File: config.mk
export PLATFORM = sky130hd
export DESIGN_NAME = fifo_rd_stream_adapter
export DESIGN_NICKNAME = d
export VERILOG_FILES = /design/src/rtl/fifo_pkg.sv /design/src/rtl/skid_ring.sv /design/src/rtl/fifo_rd_stream_adapter.sv
export SDC_FILE = /design/constraint.sdc
export NUM_CORES = 1
export LEC_CHECK = 0
export ABC_AREA = 1
export BUFFER_PORTS_ARGS = -buffer_cell sky130_fd_sc_hd__buf_2
export CAP_MARGIN = 20
export CORE_MARGIN = 2
export CORE_UTILIZATION = 55
export DETAILED_ROUTE_END_ITERATION = 6
export PLACE_DENSITY = 0.89
export SYNTH_ARGS = -nofsm -noshare
export SYNTH_HDL_FRONTEND = slang
export SYNTH_SLANG_ARGS = --single-unit
File: constraint.sdc
create_clock -name rd_clk -period 5.1 [get_ports rd_clk]
set_clock_uncertainty 0.1 [all_clocks]
set_input_delay 0.51 -clock rd_clk [delete_from_list [all_inputs] [get_ports rd_clk]]
set_output_delay 0.51 -clock rd_clk [all_outputs]
set_load 0.02 [all_outputs]
File: src/rtl/fifo_pkg.sv
// fifo_pkg: shared defaults, word type and width helper for the async_fifo read-side blocks
package fifo_pkg;
    localparam int DEF_DATA_WIDTH = 8;
    localparam int DEF_ADDR_WIDTH = 4;

    typedef logic [DEF_DATA_WIDTH-1:0] word_t;

    // ceil(log2(n)), never below 1 so it can size pointers and counters directly
    function automatic int clog2(input int n);
        int r;
        r = 0;
        while ((1 << r) < n) r++;
        return (r < 1) ? 1 : r;
    endfunction
endpackage

File: src/rtl/skid_ring.sv
// skid_ring: DEPTH-entry register ring buffer with push, pop, head view, count and clear
// Ports: clk, rst_n (async active-low), i_clr (sync clear of pointers/count), i_push/i_data (write tail),
//        i_pop (advance head), o_head (entry at head), o_count (entries held)
module skid_ring
    import fifo_pkg::*;
#(
    parameter int DW    = DEF_DATA_WIDTH,
    parameter int DEPTH = 2,
    localparam int PW   = clog2(DEPTH),
    localparam int CW   = clog2(DEPTH + 1)
) (
    input  logic          clk,
    input  logic          rst_n,
    input  logic          i_clr,
    input  logic          i_push,
    input  logic          i_pop,
    input  logic [DW-1:0] i_data,
    output logic [DW-1:0] o_head,
    output logic [CW-1:0] o_count
);
    logic [DW-1:0] r_mem [DEPTH];
    logic [PW-1:0] r_wp;
    logic [PW-1:0] r_rp;
    logic [CW-1:0] r_cnt;

    function automatic logic [PW-1:0] inc(input logic [PW-1:0] p);
        return (p == PW'(DEPTH - 1)) ? '0 : p + 1'b1;
    endfunction

    always_ff @(posedge clk or negedge rst_n) begin
        if (!rst_n) begin
            for (int i = 0; i < DEPTH; i++) r_mem[i] <= '0;
            r_wp  <= '0;
            r_rp  <= '0;
            r_cnt <= '0;
        end else if (i_clr) begin
            r_wp  <= '0;
            r_rp  <= '0;
            r_cnt <= '0;
        end else begin
            if (i_push) begin
                r_mem[r_wp] <= i_data;
                r_wp        <= inc(r_wp);
            end
            if (i_pop) r_rp <= inc(r_rp);
            r_cnt <= r_cnt + CW'(i_push) - CW'(i_pop);
        end
    end

    assign o_head  = r_mem[r_rp];
    assign o_count = r_cnt;
endmodule

File: src/rtl/fifo_rd_stream_adapter.sv
// fifo_rd_stream_adapter: converts async_fifo pop interface (1-cycle registered read) into a valid/ready stream
// Ports: rd_clk, rd_rst_n (async active-low); fifo_empty/fifo_rd_en/fifo_rd_data to async_fifo;
//        flush (sync discard of buffered and in-flight words); m_valid/m_ready/m_data downstream stream;
//        occupancy (words in skid buffer); word_cnt (wrapping count of delivered words)
module fifo_rd_stream_adapter
    import fifo_pkg::*;
#(
    parameter int DATA_WIDTH = DEF_DATA_WIDTH,
    parameter int SKID_DEPTH = 2,
    parameter int CNT_WIDTH  = 16,
    localparam int OW        = clog2(SKID_DEPTH + 1)
) (
    input  logic                  rd_clk,
    input  logic                  rd_rst_n,
    input  logic                  fifo_empty,
    output logic                  fifo_rd_en,
    input  logic [DATA_WIDTH-1:0] fifo_rd_data,
    input  logic                  flush,
    output logic                  m_valid,
    input  logic                  m_ready,
    output logic [DATA_WIDTH-1:0] m_data,
    output logic [OW-1:0]         occupancy,
    output logic [CNT_WIDTH-1:0]  word_cnt
);
    logic                 r_inflight;
    logic                 r_drop;
    logic [CNT_WIDTH-1:0] r_cnt;
    logic                 w_acc;
    logic                 w_push;

    // an accept during flush is ignored
    assign w_acc = m_valid && m_ready && !flush;

    // credit check counts the word already in flight so the ring can never overflow;
    // reset gating keeps the FIFO from being popped while this block is held in reset
    assign fifo_rd_en = rd_rst_n && !fifo_empty && !flush &&
                        (int'(occupancy) + int'(r_inflight) - int'(w_acc) < SKID_DEPTH);

    // the word arriving in a flush cycle was already popped from async_fifo; it is discarded
    assign w_push  = r_inflight && !r_drop && !flush;
    assign m_valid = (occupancy != '0);

    always_ff @(posedge rd_clk or negedge rd_rst_n) begin
        if (!rd_rst_n) begin
            r_inflight <= 1'b0;
            r_drop     <= 1'b0;
            r_cnt      <= '0;
        end else begin
            r_inflight <= fifo_rd_en;
            r_drop     <= flush && r_inflight;
            if (w_acc) r_cnt <= r_cnt + 1'b1;
        end
    end

    skid_ring #(
        .DW    (DATA_WIDTH),
        .DEPTH (SKID_DEPTH)
    ) u_ring (
        .clk     (rd_clk),
        .rst_n   (rd_rst_n),
        .i_clr   (flush),
        .i_push  (w_push),
        .i_pop   (w_acc),
        .i_data  (fifo_rd_data),
        .o_head  (m_data),
        .o_count (occupancy)
    );

    assign word_cnt = r_cnt;
endmodule

==> impl_metrics.json, run 1 <==
{
  "synth.largest_area_cell": "dfrtp_1",
  "cp-end-kind": "output port",
  "die-area_um2": 4090,
  "synth_nets": 251,
  "final_area_um2": 2250,
  "worst_pin_slew_ns": 0.828,
  "cts_max_path_buffers": 2,
  "crit_type": "reg -> out",
  "vdd_drop_max_mv": 0.281,
  "cts_buffers": 5,
  "fin_tns_setup_ns": 0,
  "postCtsSetupBuffers": 0,
  "finalPower_mw": 0.821,
  "pre_cts_ws_ns": 2.25,
  "wire_per_inst_um": 11.4,
  "yosysMostFrequentCell": "nand2_1",
  "root_buffer": "clkbuf_4",
  "critPathRequiredTime_ns": 4.49,
  "combPwrFrac_pct": 32.7,
  "synth_edf_count": 0,
  "synth_cell_types": 27,
  "rsz0062_at_grt": "false",
  "cp.arrival_ns": 2.52,
  "synthTopCellsByArea": "dfrtp_1 48%, nand2_1 14%, inv_1 5.5%, xor2_1 4.4%, o21ai_2 3.5%",
  "slew_headroom_pct": 44.8,
  "power.share.clock_pct": 17.8,
  "synth_top_area_share_pct": 48.0,
  "final-instance-count-excl-fill": 322,
  "fmax_ghz": 0.319,
  "gp_routability_congestion": 0.825,
  "port_buffers": 40,
  "grt_pass1_wl_mm": 6.43,
  "wirelength_mm": 3.67,
  "synthArstFlopShare_pct": 100,
  "clock_insertion_delay_worst_skew_ns": 0.35,
  "switching_share_pct": 38.4,
  "ys_ff_latch": 38,
  "cp_max_fo": 11,
  "min_period_ns": 3.13,
  "drtIter0Drc": 95,
  "netlist_instances": 233,
  "yosys-top-cells-count": "73 x nand2_1, 38 x dfrtp_1, 29 x inv_1",
  "yosys_warnings": 0,
  "clk_pin_slew_ns": 0.11,
  "h-tree-depth": 2,
  "setup_viol": 0,
  "yosys_most_used_dff": "dfrtp_1",
  "area_delta_synth_final_pct": 13.8,
  "core-area_um2": 3390,
  "status": "finished, final reports clean",
  "cts_tree": "done",
  "grt_max_degree": 40,
  "place_inst": 315,
  "overflow": 0,
  "grt_use_total_pct": 20.5,
  "hp-class": "in -> async",
  "fin_crit_sh_pct": 61.5,
  "hold_viol": 0,
  "post_cts_resized": 0,
  "nNetsFinal": 294,
  "finalMaxSlewViolations": 0,
  "die_w_um": 64.0,
  "powerDensity_nw_per_um2": 364,
  "leakagePower_nw": 1.25,
  "r2r_end": "r_inflight",
  "ant_nets": 0,
  "setup_slack_ns": 1.97,
  "antenna_found_initial": 0,
  "grt_pass1_vias": 1448,
  "via_per_inst": 4.84,
  "drive_gt1_share_pct": 26.8,
  "die_h_um": 64.0,
  "fp-row-count": 21,
  "power_frac_seq_pct": 49.5,
  "cts_num_sinks": 38,
  "hold_slack_ns": 0.148,
  "dp_hpwl_mm": 2.75,
  "p_sw_mw": 0.316,
  "reg2reg_slack_ns": 2.88,
  "cap_violations": 0,
  "critPathLaunchType": "flop",
  "placed_cell_area_um2": 2200,
  "cts_hold_buf": 0,
  "p_int_mw": 0.505,
  "vias": 1560,
  "r2r_cells": 10,
  "final_util_pct": 66.4,
  "drc": 0,
  "floorplan.initialDensity_pct": 58.4,
  "num_antenna_cells": 0,
  "ios": 41,
  "yosysSeqAreaShare_pct": 48.0,
  "firstDrtPassIters": 4,
  "r2r-start": "u_ring.o_count[1]",
  "avgSynthCellArea_um2": 8.50,
  "netlist_area_um2": 1980
}
-- per-layer routing --
| metal | share of wire (%) | GRT usage (%) |
|---|---|---|
| met5 | 0 | 0 |
| met3 | 5.1 | 6.51 |
| met2 | 47 | 31.4 |
| met4 | 1.8 | 8.97 |
| met1 | 46 | 26.6 |
-- how the worst max path moves through the flow --
| stage | startpoint | cells after the start | endpoint | slack, ns |
|---|---|---|---|---|
| final | u_ring.o_count[1] | 11 | fifo_rd_en | 1.97 |
| after global routing | u_ring.o_count[1] | 11 | fifo_rd_en | 1.77 |
| after CTS | u_ring.o_count[1] | 11 | fifo_rd_en | 1.96 |
| after detailed placement | flush | 11 | fifo_rd_en | 2.25 |
| after global placement | flush | 11 | fifo_rd_en | 2.30 |
| after floorplan | u_ring.o_count[1] | 11 | fifo_rd_en | 2.50 |
-- critical path, cell delays in order, from the launching register on --
cell and delay [ns]:
dfrtp_1 0.47, inv_2 0.14, nand2_4 0.06, nand3_2 0.25, nand2_1 0.10, nand2_1 0.10
nand2_1 0.07, fa_1 0.38, or2_2 0.30, nand3_1 0.09, a21oi_2 0.06, buf_2 0.15
-- sequential cells by signal, indices dropped and copies added, names as in the netlist --
signal and count:
u_ring.o_count 2, r_inflight 1, word_cnt 16, r_drop 1
u_ring.r_rp 1, u_ring.r_mem 16, u_ring.r_wp 1
-- layout by cell type (no fill, tap or decap), drive strengths merged, types with 3 or more instances in the layout --
cell type | netlist | routed
nand4 | 4 | 4
xor2 | 10 | 10
inv | 33 | 33
dfrtp | 38 | 38
nor2 | 19 | 19
nand2 | 77 | 77
ha | 4 | 4
o21ai | 22 | 22
buf | 4 | 40
xnor2 | 3 | 3
clkinv | 1 | 3
nand3 | 12 | 12
clkbuf | 0 | 5
-- cells by family after synthesis --
| family | Yosys count | share of synthesized area [%] |
|---|---|---|
| compound gates | 24 | 7.77 |
| xor+xnor | 13 | 5.75 |
| buf+inv | 38 | 8.09 |
| simple gates | 115 | 26.8 |
| fa+ha+maj | 5 | 3.54 |
| flops | 38 | 48.0 |
-- power groups by stage --
stage | Combinational [mW] | Clock (mW) | Sequential, mW
finish | 0.268 | 0.146 | 0.407
detailed placement | 0.272 | 0 | 0.412
CTS | 0.273 | 0.149 | 0.406
floorplan | 0.173 | 0 | 0.424
global route | 0.303 | 0.159 | 0.415
global placement | 0.264 | 0 | 0.410
-- area by class of cell --
cell class,instances,area [µm²]
clock buffer,5,37.5
multi-input combinational,157,868
timing repair buffer,40,200
sequential,38,951
tap,46,57.6
clock inverter,2,10.0
inverter,34,128
fill,288,1140
Power figures use the tool's default switching activity.
==> inputs of run 2 (changes only) <==
--- a/config.mk
+++ b/config.mk
@@ -9,9 +9,9 @@
 export BUFFER_PORTS_ARGS = -buffer_cell sky130_fd_sc_hd__buf_2
 export CAP_MARGIN = 20
 export CORE_MARGIN = 2
-export CORE_UTILIZATION = 55
+export CORE_UTILIZATION = 49
 export DETAILED_ROUTE_END_ITERATION = 6
-export PLACE_DENSITY = 0.89
+export PLACE_DENSITY = 0.84
 export SYNTH_ARGS = -nofsm -noshare
 export SYNTH_HDL_FRONTEND = slang
 export SYNTH_SLANG_ARGS = --single-unit
==> constraint.sdc (replaced) <==
create_clock -name rd_clk -period 2.6 [get_ports rd_clk]
set_clock_uncertainty 0.1 [all_clocks]
set_input_delay 0.26 -clock rd_clk [delete_from_list [all_inputs] [get_ports rd_clk]]
set_output_delay 0.26 -clock rd_clk [all_outputs]
set_load 0.02 [all_outputs]
==> run 2 against run 1 <==
Compared with the run above: total power up 110%; first-iteration DRC count up 15%; cell count increased by 2.8%; sequential power rose by 95%; count of clock-buffer cells in the layout is 2 higher; register-to-register slack got worse by 2.2 ns; final area grew 4.0%; clock power grew to 2.9 times the previous value; critical path depth unchanged; global-route usage shrank 2.1 points; combinational power is 100% higher; worst hold slack got worse by 0.045 ns; critical path type unchanged.
==> impl_metrics.json, run 2 (synthesis results as in run 1) <==
{
  "slowest_delay_ns": 0.46,
  "cts_max_path_buffers": 2,
  "num_antenna_cells": 0,
  "fin_crit_sh_pct": 94.9,
  "power_frac_seq_pct": 45.4,
  "via_per_inst": 4.81,
  "switching_share_pct": 36.2,
  "drc": 0,
  "worstHoldStart": "fifo_empty",
  "cts_buffers": 5,
  "place_inst": 321,
  "p_int_mw": 1.12,
  "dp_hpwl_mm": 2.74,
  "grt_pass1_wl_mm": 6.15,
  "wirelength_mm": 3.77,
  "combPwrFrac_pct": 30.8,
  "port_buffers": 40,
  "leakagePower_nw": 1.28,
  "core-area_um2": 3940,
  "final-instance-count-excl-fill": 331,
  "drtIter0Drc": 109,
  "finalMaxSlewViolations": 0,
  "hp-class": "in -> reg",
  "gp_routability_congestion": 0.802,
  "whs_path_depth": 4,
  "cts_tree": "done",
  "r2r_cells": 10,
  "setup_viol": 0,
  "min_period_ns": 2.47,
  "final_util_pct": 59.4,
  "root_buffer": "clkbuf_8",
  "clk_pin_slew_ns": 0.07,
  "h-tree-depth": 2,
  "cts_num_sinks": 38,
  "nNetsFinal": 298,
  "overflow": 0,
  "die_h_um": 67.6,
  "clock_insertion_delay_worst_skew_ns": 0.29,
  "critPathSlowestCell": "dfrtp_2",
  "cap_violations": 0,
  "setup_slack_ns": 0.134,
  "crit_path_cell_trace": "inv_4 > nand2_4 > nand3_2 > nand2_1 > nand2_2 > nand2_1 > fa_2 > or2_2 > nand3_1 > a21oi_2 > buf_2",
  "fmax_ghz": 0.405,
  "final_cell_mix": "72 x nand2_1, 40 x buf_2, 37 x dfrtp_1",
  "vdd_drop_max_mv": 0.442,
  "die_w_um": 67.6,
  "grt_pass1_vias": 1462,
  "firstDrtPassIters": 4,
  "critPathLaunchType": "flop",
  "slew_headroom_pct": 68.9,
  "wire_per_inst_um": 11.4,
  "power.share.clock_pct": 23.8,
  "r2r-start": "u_ring.o_count[1]",
  "min_to": "r_inflight",
  "fin_tns_setup_ns": 0,
  "grt_use_total_pct": 18.4,
  "worst_pin_slew_ns": 0.467,
  "floorplan.initialDensity_pct": 50.2,
  "ant_nets": 0,
  "path_common_cell": "nand2_1",
  "pre_cts_ws_ns": 0.361,
  "drive_gt1_share_pct": 28.8,
  "grt_max_degree": 39,
  "die-area_um2": 4560,
  "finalPower_mw": 1.75,
  "cp-end-kind": "output port",
  "reg2reg_slack_ns": 0.73,
  "vias": 1591,
  "ios": 41,
  "antenna_found_initial": 0,
  "area_delta_synth_final_pct": 18.3,
  "hold_viol": 0,
  "cp_max_fo": 5,
  "powerDensity_nw_per_um2": 748,
  "layout_commonest_cell": "nand2_1",
  "status": "finished, final reports clean",
  "fp-row-count": 23,
  "cp.arrival_ns": 2.11,
  "crit_type": "reg -> out",
  "critPathRequiredTime_ns": 2.24,
  "p_sw_mw": 0.633,
  "r2r_end": "r_inflight"
}
-- run 2: critical path, delay by kind of cell, from the launching register on --
family,cells,cell delay (ns)
DFF,1,0.46
and+or+nand+nor,7,0.70
AOI/OAI and AO/OA,1,0.06
adders and majority gates,1,0.34
buffers and inverters,2,0.25
-- run 2: worst max-delay path by stage --
stage                                  from         end  slack (ns)  cells past startpoint
final                     u_ring.o_count[1]  fifo_rd_en        0.13                     11
after global routing      u_ring.o_count[1]  fifo_rd_en      -0.003                     11
after CTS                 u_ring.o_count[1]  fifo_rd_en        0.03                     11
after detailed placement  u_ring.o_count[1]  fifo_rd_en        0.36                     11
after global placement    u_ring.o_count[1]  fifo_rd_en        0.43                     11
after floorplan           u_ring.o_count[1]  fifo_rd_en        0.25                     11
-- run 2: metal layers --
layer  GRT usage (%)  share of wire, %
met5               0                 0
met4            9.18               2.0
met1            21.5                44
met3            4.33               4.4
met2            31.3                49
-- run 2: final cells by class --
cell class | count | area (µm²)
clock buffer | 7 | 86.3
multi-input combinational | 157 | 873
inverter | 34 | 130
clock inverter | 1 | 5.00
tap | 50 | 62.6
fill | 346 | 1600
timing repair buffer | 44 | 233
sequential | 38 | 952
-- run 2: power by group through the flow --
stage	Sequential (mW)	Combinational [mW]	Clock, mW
6_report	0.795	0.540	0.417
5_1_grt	0.814	0.606	0.449
4_1_cts	0.795	0.541	0.433
3_5_place_dp	0.806	0.537	0
3_3_place_gp	0.800	0.525	0
2_1_floorplan	0.832	0.340	0
-- run 2: what timing repair did --
| action | CTS | global route |
|---|---|---|
| hold buffers | 1 | 0 |
| setup endpoints to repair | 0 | 1 |
| endpoints found under the hold margin | 38 | 0 |
| setup buffers | 0 | 1 |
| gates resized for setup | 0 | 5 |
-- run 2: metrics by stage --
step           hold WS (ns)  instance area, µm²
5_1_grt               0.116                2340
3_5_place_dp          0.285                2220
6_report              0.103                2340
2_1_floorplan        -0.136                1980
4_1_cts              0.0931                2330
3_3_place_gp          0.278                2220
==> inputs of run 3 (changes only) <==
--- a/config.mk
+++ b/config.mk
@@ -11,7 +11,7 @@
 export CORE_MARGIN = 2
 export CORE_UTILIZATION = 49
 export DETAILED_ROUTE_END_ITERATION = 6
-export PLACE_DENSITY = 0.84
+export PLACE_DENSITY = 0.75
 export SYNTH_ARGS = -nofsm -noshare
 export SYNTH_HDL_FRONTEND = slang
 export SYNTH_SLANG_ARGS = --single-unit
==> constraint.sdc (replaced) <==
create_clock -name rd_clk -period 1.98 [get_ports rd_clk]
set_clock_uncertainty 0.1 [all_clocks]
set_input_delay 0.198 -clock rd_clk [delete_from_list [all_inputs] [get_ports rd_clk]]
set_output_delay 0.198 -clock rd_clk [all_outputs]
set_load 0.02 [all_outputs]
==> run 3 against run 2 <==
Compared with the run above: the run now ends with setup timing left; global-route usage rose by 0.76 points; largest cell class unchanged; wire length rose by 1.8%; critical endpoint unchanged; final area rose by 2.6%; critical path depth fell by 1.
==> impl_metrics.json, run 3 (synthesis results as in run 1) <==
{
  "status": "finished with violations",
  "violations": "setup timing",
  "rsz0062_at_grt": "true",
  "drc": 0,
  "hold_viol": 0,
  "vdd_drop_max_mv": 0.490,
  "h-tree-depth": 2,
  "place_inst": 328,
  "worst_pin_slew_ns": 0.476,
  "slew_headroom_pct": 68.2,
  "cts_max_path_buffers": 2,
  "hp-class": "in -> reg",
  "port_buffers": 40,
  "core-area_um2": 3940,
  "cp-end-kind": "output port",
  "r2r_end": "r_inflight",
  "cts_tree": "done",
  "cp.arrival_ns": 1.98,
  "num_antenna_cells": 0,
  "finalPower_mw": 2.29,
  "grtUsageMet1_pct": 21.8,
  "grt_use_met3_pct": 6.33,
  "r2r_cells": 10,
  "fp-row-count": 23,
  "crit_type": "reg -> out",
  "nNetsFinal": 305,
  "grt_pass1_vias": 1529,
  "cp_max_fo": 3,
  "grt_use_total_pct": 19.1,
  "via_per_inst": 4.73,
  "setup_slack_ns": -0.301,
  "area_delta_synth_final_pct": 21.4,
  "floorplan.initialDensity_pct": 50.2,
  "min_to": "u_ring.r_mem[8]",
  "fmax_ghz": 0.438,
  "antenna_found_initial": 0,
  "drive_gt1_share_pct": 31.0,
  "combPwrFrac_pct": 33.0,
  "p_sw_mw": 0.840,
  "p_int_mw": 1.45,
  "overflow": 0,
  "die_h_um": 67.6,
  "clock_insertion_delay_worst_skew_ns": 0.29,
  "fin_crit_sh_pct": 115,
  "ios": 41,
  "hold_slack_ns": 0.0647,
  "cap_violations": 0,
  "final_cell_mix": "73 x nand2_1, 39 x buf_2, 36 x dfrtp_1",
  "grt_pass1_wl_mm": 6.44,
  "clk_pin_slew_ns": 0.07,
  "finalMaxSlewViolations": 0,
  "powerDensity_nw_per_um2": 953,
  "leakagePower_nw": 1.32,
  "grt_max_degree": 39,
  "pre_cts_ws_ns": -0.0615,
  "busiest_layer": "met2",
  "die_w_um": 67.6,
  "drtIter0Drc": 61,
  "die-area_um2": 4560,
  "root_buffer": "clkbuf_8",
  "critPathRequiredTime_ns": 1.68,
  "r2r-start": "u_ring.o_count[1]",
  "worstHoldStart": "fifo_rd_data[0]",
  "switching_share_pct": 36.7,
  "fin_tns_setup_ns": -0.301,
  "wire_per_inst_um": 11.4,
  "firstDrtPassIters": 4,
  "critPathLaunchType": "flop",
  "layout_commonest_cell": "nand2_1",
  "whs_path_depth": 3,
  "ant_nets": 0,
  "use_met2_pct": 32.7,
  "setup_viol": 1,
  "power_frac_seq_pct": 45.3,
  "dp_hpwl_mm": 2.74,
  "min_period_ns": 2.28,
  "wirelength_mm": 3.84,
  "vias": 1595,
  "cts_num_sinks": 38,
  "final-instance-count-excl-fill": 337,
  "gp_routability_congestion": 0.822,
  "power.share.clock_pct": 21.7,
  "cts_buffers": 5,
  "reg2reg_slack_ns": 0.22
}
run 3: changes by cell type in the layout (fill, tap and decap cells not counted), sizes merged:
cell and change:
buf +7, clkbuf -2, clkinv +1
run 3: final cells by class:
cell class              count  area (µm²)
fillers                   371        1540
flip-flops and latches     38         953
multi-input cells         157         886
repair buffers             51         292
inverters                  34         130
clock buffers               5        68.8
well taps                  50        62.6
clock inverters             2        10.0
run 3: power by group through the flow:
stage	Combinational [mW]	Sequential [mW]	Clock [mW]
detailed placement	0.747	1.05	0
CTS	0.764	1.04	0.514
floorplan	0.456	1.09	0
finish	0.755	1.04	0.497
global placement	0.734	1.04	0
global route	0.850	1.06	0.539
run 3: stage by stage:
step                util (%)  cell area, µm²
CTS                     60.9            2400
finish                  60.9            2400
global placement        58.3            2300
detailed placement      58.3            2300
floorplan                  -            2000
global route            60.9            2400
run 3: layer usage:
layer  share of wire (%)  vias to the layer above
met5                   0                        -
met4                 1.4                        0
met3                 5.9                        7
met2                  48                       39
met1                  44                      730
li1                    -                      819
run 3: worst max path at each step:
stage                      startpoint    endpoint  slack (ns)  cells past startpoint
floorplan           u_ring.o_count[1]  fifo_rd_en       -0.22                     10
global placement    u_ring.o_count[0]  fifo_rd_en       -0.03                     11
detailed placement  u_ring.o_count[0]  fifo_rd_en       -0.06                     11
CTS                 u_ring.o_count[1]  fifo_rd_en       -0.31                     10
global route        u_ring.o_count[1]  fifo_rd_en       -0.40                     10
finish              u_ring.o_count[1]  fifo_rd_en       -0.30                     10
run 3: critical path, cell delays in order, from the launching register on:
cell and delay [ns]:
dfrtp_2 0.43, inv_4 0.07, nand2_4 0.05, nand3_2 0.07
nand2_1 0.05, nand2_1 0.07, nand2_1 0.07, fa_2 0.53
nand3_2 0.09, a21oi_4 0.14, buf_6 0.13
run 3: timing repair:
| item | 4_1_cts | 5_1_grt |
|---|---|---|
| endpoints found under the hold margin | 38 | 0 |
| hold buffers | 1 | 0 |
| pin swaps | 1 | 0 |
| setup buffers | 1 | 0 |
| resized for setup | 4 | 0 |
| setup endpoints to repair | 1 | 1 |
